==> src/rtl/ahb2apb_bridge_pkg.sv <==
// Shared encodings for the AHB-Lite to APB3 bridge: transfer types, responses, FSM states.
package ahb2apb_bridge_pkg;

    localparam int unsigned ADDR_W = 32;
    localparam int unsigned DATA_W = 32;

    localparam logic [1:0] HTRANS_IDLE   = 2'b00;
    localparam logic [1:0] HTRANS_BUSY   = 2'b01;
    localparam logic [1:0] HTRANS_NONSEQ = 2'b10;
    localparam logic [1:0] HTRANS_SEQ    = 2'b11;

    localparam logic [1:0] HRESP_OKAY  = 2'b00;
    localparam logic [1:0] HRESP_ERROR = 2'b01;

    localparam logic [2:0] HSIZE_WORD = 3'b010;

    typedef enum logic [2:0] {
        IDLE   = 3'd0,
        WDATA  = 3'd1,
        SETUP  = 3'd2,
        ACCESS = 3'd3,
        ERR1   = 3'd4,
        ERR2   = 3'd5
    } state_e;

    // NONSEQ and SEQ are the only transfer types that start an access.
    function automatic logic trans_active(input logic [1:0] trans);
        return (trans == HTRANS_NONSEQ) || (trans == HTRANS_SEQ);
    endfunction

    // The APB side is 32 bits wide; anything larger cannot be carried.
    function automatic logic size_legal(input logic [2:0] size);
        return size <= HSIZE_WORD;
    endfunction

endpackage

==> src/rtl/ahb2apb_timer.sv <==
// APB wait-state counter: cleared in SETUP, counts ACCESS cycles, flags the last allowed one.
module ahb2apb_timer #(
    parameter int unsigned TIMEOUT_W = 8,
    parameter int unsigned TIMEOUT   = 255
) (
    input  logic pll_core_cpuclk,
    input  logic pad_cpu_rst_b,
    input  logic i_clr,
    input  logic i_en,
    output logic o_expired_c
);

    localparam logic                 ENABLED = (TIMEOUT != 0);
    localparam logic [TIMEOUT_W-1:0] LAST    = TIMEOUT_W'(TIMEOUT - 1);
    localparam logic [TIMEOUT_W-1:0] ONE     = TIMEOUT_W'(1);

    logic [TIMEOUT_W-1:0] r_count;

    // Saturating so a disabled timeout never wraps into a false expiry.
    always_ff @(posedge pll_core_cpuclk or negedge pad_cpu_rst_b) begin
        if (!pad_cpu_rst_b) begin
            r_count <= '0;
        end else if (i_clr) begin
            r_count <= '0;
        end else if (i_en && (r_count != '1)) begin
            r_count <= r_count + ONE;
        end
    end

    // High during the TIMEOUT-th ACCESS cycle.
    assign o_expired_c = ENABLED && i_en && (r_count == LAST);

endmodule

==> src/rtl/ahb2apb_bridge.sv <==
// AHB-Lite slave on the APB window; converts each accepted transfer into one APB3 access.
module ahb2apb_bridge
    import ahb2apb_bridge_pkg::*;
#(
    parameter int unsigned TIMEOUT_W = 8,
    parameter int unsigned TIMEOUT   = 255
) (
    input  logic        pll_core_cpuclk,
    input  logic        pad_cpu_rst_b,
    input  logic        hsel,
    input  logic [31:0] haddr,
    input  logic [1:0]  htrans,
    input  logic        hwrite,
    input  logic [2:0]  hsize,
    input  logic [31:0] hwdata,
    output logic [31:0] hrdata,
    output logic        hready,
    output logic [1:0]  hresp,
    output logic        psel,
    output logic        penable,
    output logic        pwrite,
    output logic [31:0] paddr,
    output logic [31:0] pwdata,
    input  logic [31:0] prdata,
    input  logic        pready,
    input  logic        pslverr
);

    state_e              r_state;
    logic                r_hready;
    logic [1:0]          r_hresp;
    logic [DATA_W-1:0]   r_hrdata;
    logic                r_psel;
    logic                r_penable;
    logic                r_pwrite;
    logic [ADDR_W-1:0]   r_paddr;
    logic [DATA_W-1:0]   r_pwdata;

    logic w_accept;
    logic w_timer_clr;
    logic w_timer_en;
    logic w_expired;

    // hready is only high in IDLE and ERR2, so accept implies one of those states.
    assign w_accept    = hsel && trans_active(htrans) && r_hready;
    assign w_timer_clr = (r_state == SETUP);
    assign w_timer_en  = (r_state == ACCESS);

    ahb2apb_timer #(
        .TIMEOUT_W (TIMEOUT_W),
        .TIMEOUT   (TIMEOUT)
    ) u_timer (
        .pll_core_cpuclk (pll_core_cpuclk),
        .pad_cpu_rst_b   (pad_cpu_rst_b),
        .i_clr           (w_timer_clr),
        .i_en            (w_timer_en),
        .o_expired_c     (w_expired)
    );

    always_ff @(posedge pll_core_cpuclk or negedge pad_cpu_rst_b) begin
        if (!pad_cpu_rst_b) begin
            r_state   <= IDLE;
            r_hready  <= 1'b1;
            r_hresp   <= HRESP_OKAY;
            r_hrdata  <= '0;
            r_psel    <= 1'b0;
            r_penable <= 1'b0;
            r_pwrite  <= 1'b0;
            r_paddr   <= '0;
            r_pwdata  <= '0;
        end else begin
            case (r_state)
                IDLE, ERR2: begin
                    if (w_accept) begin
                        r_paddr  <= haddr;
                        r_pwrite <= hwrite;
                        r_hready <= 1'b0;
                        if (!size_legal(hsize)) begin
                            r_hresp <= HRESP_ERROR;
                            r_state <= ERR1;
                        end else if (hwrite) begin
                            r_hresp <= HRESP_OKAY;
                            r_state <= WDATA;
                        end else begin
                            r_hresp <= HRESP_OKAY;
                            r_psel  <= 1'b1;
                            r_state <= SETUP;
                        end
                    end else begin
                        r_hresp <= HRESP_OKAY;
                        r_state <= IDLE;
                    end
                end

                // hwdata is valid in the cycle after the address phase.
                WDATA: begin
                    r_pwdata <= hwdata;
                    r_psel   <= 1'b1;
                    r_state  <= SETUP;
                end

                SETUP: begin
                    r_penable <= 1'b1;
                    r_state   <= ACCESS;
                end

                ACCESS: begin
                    if (pready) begin
                        r_psel    <= 1'b0;
                        r_penable <= 1'b0;
                        if (pslverr) begin
                            r_hresp <= HRESP_ERROR;
                            r_state <= ERR1;
                        end else begin
                            r_hready <= 1'b1;
                            r_hresp  <= HRESP_OKAY;
                            if (!r_pwrite) begin
                                r_hrdata <= prdata;
                            end
                            r_state <= IDLE;
                        end
                    end else if (w_expired) begin
                        r_psel    <= 1'b0;
                        r_penable <= 1'b0;
                        r_hresp   <= HRESP_ERROR;
                        r_state   <= ERR1;
                    end
                end

                // First half of the two-cycle ERROR response; second half raises hready.
                ERR1: begin
                    r_hready <= 1'b1;
                    r_hresp  <= HRESP_ERROR;
                    r_state  <= ERR2;
                end

                default: begin
                    r_hready  <= 1'b1;
                    r_hresp   <= HRESP_OKAY;
                    r_psel    <= 1'b0;
                    r_penable <= 1'b0;
                    r_state   <= IDLE;
                end
            endcase
        end
    end

    assign hready  = r_hready;
    assign hresp   = r_hresp;
    assign hrdata  = r_hrdata;
    assign psel    = r_psel;
    assign penable = r_penable;
    assign pwrite  = r_pwrite;
    assign paddr   = r_paddr;
    assign pwdata  = r_pwdata;

endmodule

==> config.mk <==
export PLATFORM = sky130hd
export DESIGN_NAME = ahb2apb_bridge
export DESIGN_NICKNAME = d
export VERILOG_FILES = /design/src/rtl/ahb2apb_bridge_pkg.sv /design/src/rtl/ahb2apb_timer.sv /design/src/rtl/ahb2apb_bridge.sv
export SDC_FILE = /design/constraint.sdc
export NUM_CORES = 1
export LEC_CHECK = 0
export BUFFER_PORTS_ARGS = -buffer_cell sky130_fd_sc_hd__buf_2
export CAP_MARGIN = 20
export CORE_MARGIN = 3
export CORE_UTILIZATION = 32
export DETAILED_ROUTE_END_ITERATION = 10
export GPL_TIMING_DRIVEN = 1
export PLACE_DENSITY = 0.59
export SYNTH_ARGS = -nofsm -noshare
export SYNTH_HDL_FRONTEND = slang
export SYNTH_SLANG_ARGS = --single-unit
==> constraint.sdc <==
create_clock -name pll_core_cpuclk -period 2.2 [get_ports pll_core_cpuclk]
set_clock_uncertainty 0.05 [all_clocks]
set_input_delay 0.11 -clock pll_core_cpuclk [delete_from_list [all_inputs] [get_ports pll_core_cpuclk]]
set_output_delay 0.11 -clock pll_core_cpuclk [all_outputs]
set_load 0.005 [all_outputs]
# ---- Yosys cells after proc, flatten, opt, wreduce, memory -nomap -nowiden
# Cells that the tools add are included.
dict set report word_totals {
  out_inout_bits 102
  ff_bits 113
}
dict set report op_classes {
  n_eq_ne 15
  muxes 26
  reduce_logical 17
  addsub 1
  n_lt_le_gt_ge 1
  bitwise 5
}
# operator count
set ops {}
lappend ops {{$mux 8} 2}
lappend ops {{$mux 3} 5}
lappend ops {{$pmux 3 s5} 1}
lappend ops {{$mux 1} 10}
lappend ops {{$ne 2x2->1 const B} 5}
lappend ops {{$add 8x1->8 const B} 1}
lappend ops {{$eq 8x8->1 const B} 1}
lappend ops {{$mux 2} 4}
lappend ops {{$ne 8x8->1 const B} 1}
lappend ops {{$pmux 2 s4} 1}
lappend ops {{$reduce_and 4->1} 2}
lappend ops {{$eq 3x2->1 const B} 2}
lappend ops {{$eq 3x3->1 const B} 2}
lappend ops {{$pmux 1 s3} 2}
lappend ops {{$reduce_and 2->1} 3}
lappend ops {{$reduce_or 2->1} 3}
lappend ops {{$not 1->1} 5}
lappend ops {{$reduce_and 5->1} 1}
lappend ops {{$eq 2x2->1 const B} 2}
lappend ops {{$logic_and 1x1->1} 4}
lappend ops {{$pmux 1 s4} 1}
lappend ops {{$reduce_or 4->1} 1}
lappend ops {{$eq 3x1->1 const B} 1}
lappend ops {{$le 3x2->1 const B} 1}
lappend ops {{4 further kinds} 4}

# ---- Longest topological paths before layout
dict set report logic_depth {
  ltp_word 6
  ltp_mapped 6
}

# ---- Modules after synthesis
# Synthesis repeated with hierarchy kept, for this count alone.
dict set report hier_totals {
  cells_unflattened 311
  area_unflattened_um2 4684.5
}
# mod cells_per_inst n_inst area_per_inst_um2
set modules_own_cells {}
lappend modules_own_cells {ahb2apb_bridge 260 1 4184.0}
lappend modules_own_cells {ahb2apb_timer 51 1 500.5}

# ---- Worst setup path before layout
# OpenSTA, ideal clock, no wires.
dict set report synth_path {
  path_type {register -> register}
  startpoint {register r_state[0]}
  endpoint {register r_paddr[25] (netlist: paddr[25])}
  required_time_ps 2025
  arrival_ps 1568
  n_path_buf 2
  path_stages_with_launch 6
  setup_time_ps 125
  slack_ps 457
  cell_sequence {dfrtp_1 xor2_1 nor4b_1 buf_2 buf_2 mux2_2}
}
dict set report synth_via {
  elab_chain_cells 3
  word_cells_on_any_way 4
  cone_classes {eq/ne (1); reduce/logical (3)}
}
# item line_no
set synth_lines {}
lappend synth_lines {{from (decl)} ahb2apb_bridge.sv:29} ;# state_e r_state;
lappend synth_lines {{from (signal assigned)} ahb2apb_bridge.sv:62} ;# r_state <= IDLE;
lappend synth_lines {{from (signal assigned)} ahb2apb_bridge.sv:80} ;# r_state <= ERR1;
lappend synth_lines {{from (signal assigned)} ahb2apb_bridge.sv:83} ;# r_state <= WDATA;
lappend synth_lines {{$eq 3x3->1 or $logic_not 3->1 (tied branches)} ahb2apb_bridge.sv:72} ;# case (r_state)
lappend synth_lines {{$reduce_or 2->1 (*)} ahb2apb_bridge.sv:72}
lappend synth_lines {{$reduce_and 2->1 (no source line) (*)} -}
lappend synth_lines {{to (signal assigned)} ahb2apb_bridge.sv:75} ;# r_paddr <= haddr;
lappend synth_lines {{to (decl)} ahb2apb_bridge.sv:36} ;# logic [ADDR_W-1:0] r_paddr;
# Every way passes the cells marked *; elsewhere a longest branch is shown, timed or not.
# A chain may end at the register's enable or synchronous reset.

# ---- Final worst setup path
dict set report layout_path {
  startpoint {register r_state[2]}
  endpoint {register r_hrdata[23] (netlist: hrdata[23])}
}
dict set report layout_via {
  elab_chain_cells 2
}
# item line_no
set layout_lines {}
lappend layout_lines {{$eq 3x2->1} ahb2apb_bridge.sv:72}
lappend layout_lines {{$reduce_and 4->1 (no source line)} -}
lappend layout_lines {{to (signal assigned)} ahb2apb_bridge.sv:118} ;# r_hrdata <= prdata;
lappend layout_lines {{to (decl)} ahb2apb_bridge.sv:32} ;# logic [DATA_W-1:0] r_hrdata;
# No other way between the ends.

==> impl_metrics.env <==
export IMPL_status="finished clean"
export IMPL_reg2reg_from="r_state[2]"
export IMPL_cts_tree="done"
export IMPL_initial_core_util_pct=32.9
export IMPL_fmax_mhz=515
export IMPL_worst_setup_path_start_kind="flop"
export IMPL_cp_required_ps=2380
export IMPL_power_density_mw_per_mm2=1200
export IMPL_async_reset_ff_share_pct=100
export IMPL_syn_area_mm2=0.00460
export IMPL_nets=726
export IMPL_synth_cell_types=38
export IMPL_peakVddDrop_mv=0.671
export IMPL_grt_max_degree=45
export IMPL_grt_use_met2_pct=26.6
export IMPL_synthCells=306
export IMPL_p_leak_nw=3.56
export IMPL_design_area_mm2=0.00720
export IMPL_antenna_violating_nets_post_route=0
export IMPL_dpl_cell_area_mm2=0.00590
export IMPL_report_final_setup_viol=0
export IMPL_io_buffers=206
export IMPL_crit_start="r_state[2]"
export IMPL_relSlewSlack_pct=61.0
export IMPL_clock_sinks=112
export IMPL_diodes=0
export IMPL_synth_top_area_share_pct=60.4
export IMPL_regArea_mm2=0.00280
export IMPL_drc=0
export IMPL_avgSynthCellArea_um2=15.0
export IMPL_syn_to_final_growth_pct=56.4
export IMPL_internal_power_mw=5.99
export IMPL_die_w_um=126
export IMPL_finalCritPeriodShare_pct=88.2
export IMPL_via_per_inst=4.55
export IMPL_rsz0062_at_grt="false"
export IMPL_synth_most_common_cell="dfrtp_1"
export IMPL_busiest_layer="met2"
export IMPL_cts_root_buffer_cell="clkbuf_16"
export IMPL_dp_cells=687
export IMPL_critPathArrivalTime_ps=2120
export IMPL_grt_pass1_wl_um=19500
export IMPL_io_pins=209
export IMPL_met1_usage_pct=17.6
export IMPL_grt_overflow=0
export IMPL_ys_ff_latch=112
export IMPL_synth_ff_type="dfrtp_1"
export IMPL_synth_seq_area_share_pct=60.9
export IMPL_grt_pass1_vias=3948
export IMPL_h_tree_depth=3
export IMPL_core_area_mm2=0.0140
export IMPL_drive_gt1_share_pct=53.7
export IMPL_crit_fanout=32
export IMPL_synth_warnings=0
export IMPL_pwr_share_clk_pct=19.0
export IMPL_vias=3652
export IMPL_post_route_min_period_ps=1940
export IMPL_cap_violations=0
export IMPL_worst_slew_pin_slew_ps=585
export IMPL_drt_iter0_drc=179
export IMPL_setup_worst_path_end_class="flop"
export IMPL_clkLatencyLatePin_ps=350
export IMPL_p_seq_share_pct=41.4
export IMPL_hold_violations=0
export IMPL_instances_no_fill=802
export IMPL_drtPass1Iterations=4
export IMPL_synth_area_leader_cell="dfrtp_1"
export IMPL_synthTopCellsByCount="111 x dfrtp_1, 67 x mux2_2, 30 x mux2_4"
export IMPL_finalSetupTns_ps=0
export IMPL_hp_start="hsize[1]"
export IMPL_ys_top_cells_by_area="dfrtp_1 60%, mux2_2 16%, mux2_4 9.8%"
export IMPL_switchingPower_mw=2.63
export IMPL_hp_class="primary input to flop"
export IMPL_hpwl_um=8010
export IMPL_clk_pin_slew_worst_paths_ps=70
export IMPL_finalMaxSlewViolations=0
export IMPL_cts_resized=0
export IMPL_row_count=43
export IMPL_clock_path_buffers=2
export IMPL_cts_buffers=9
export IMPL_drt_wl_total_um=11900
export IMPL_worst_setup_path_type="flop to flop"
export IMPL_antenna_found_initial=0
export IMPL_gp_congestion=0.825
export IMPL_power_frac_comb_pct=39.5
export IMPL_syn_num_nets=415
export IMPL_gr_usage_all_layers_pct=15.2
export IMPL_synth_edf_count=0
export IMPL_fp_dieH_um=126
export IMPL_num_fill_cells=1200
export IMPL_grt_met3_usage_pct=4.79
export IMPL_wire_per_inst_um=14.8
export IMPL_die_area_mm2=0.0159
export IMPL_multi_input_area_mm2=0.00169
export IMPL_switching_share_pct=30.6
[worst paths after layout]
check / end / slack [ps] / cells after the start
max in group asynchronous: hready / 1180 / 3
worst min-delay path: r_state[1] / 30 / 4
min in group asynchronous: pwdata[12] / 260 / 2
worst max-delay path: hrdata[23] / 260 / 4
worst max register to register: hrdata[23] / 260 / 4
worst min register to register: penable / 440 / 2
[stage by stage]
step / util (%) / hold slack [ps] / total power [mW] / setup slack, ps
2_1_floorplan: - / -236 / 5.37 / 457
3_3_place_gp: 42.2 / 94.3 / 6.77 / 302
3_5_place_dp: 42.2 / 104 / 6.89 / 266
4_1_cts: 51.4 / 14.5 / 8.73 / 253
5_1_grt: 51.4 / 66.8 / 9.21 / 189
6_report: 51.4 / 33.5 / 8.62 / 259
[kinds of logic (layout without fill, tap and decap cells)]
logic type                 Yosys count  count (layout)  synth area share (%)
DFF                                112             112                  60.9
muxes                               98              98                  26.4
and+or+nand+nor                     44              44                  4.84
AOI/OAI and AO/OA                   26              26                  3.89
buffers and inverters               19             335                  2.53
xor gates and xnor gates             4               4                 0.761
adders and majority gates            2               2                 0.544
other                                1               1                0.0815
[flip-flops by register name, summed over array words and instances, names as in the netlist]
name             cells
pwrite               1
penable              1
hready               1
pwdata              32
u_timer.r_count      8
r_state              3
hresp                1
paddr               32
psel                 1
hrdata              32
[per-layer routing]
layer  vias to the layer above  part of all wire, %
li1                       1719                    -
met1                      1768                   39
met2                       144                   51
met3                        21                  7.4
met4                         0                  2.2
met5                         -                    0
[cells in the final DEF (no fill, tap or decap), types with 3 or more instances in the layout]
master / n
a21o_1: 3
a21oi_1: 6
buf_12: 4
buf_2: 205
buf_4: 8
clkbuf_16: 9
dfrtp_1: 111
dlygate4sd3_1: 99
inv_1: 3
mux2_2: 67
mux2_4: 30
nand2_1: 14
nand3_1: 5
nand4_1: 4
nor2_1: 8
nor3_1: 3
o21ai_0: 7
xor2_1: 4
[area by class of cell]
type / instances / share of cell area, %
clock buffer: 9 / 3.13
tap: 180 / 3.13
multi-input combinational: 175 / 23.5
timing repair buffer: 316 / 30.0
clock inverter: 7 / 1.10
sequential: 112 / 39.0
inverter: 3 / 0.156
[power by group through the flow]
stage	clock network, mW	logic, mW	registers, mW
after floorplan	0	1.73	3.64
after global routing	1.79	3.71	3.71
after global placement	0	3.23	3.54
final	1.64	3.41	3.57
after detailed placement	0	3.29	3.59
after CTS	1.72	3.44	3.57
[worst max-delay path, stage by stage, from the launching register on]
cell	delay, ps
dfrtp_1	440
nand3b_1	250
or3_2	520
buf_12	210
mux2_4	330
[repair_timing]
| action | 4_1_cts | 5_1_grt |
|---|---|---|
| setup buffers | 0 | 0 |
| endpoints found under the hold margin | 139 | 0 |
| hold buffers | 99 | 0 |
Note: power is estimated with default switching activity, not from simulation.
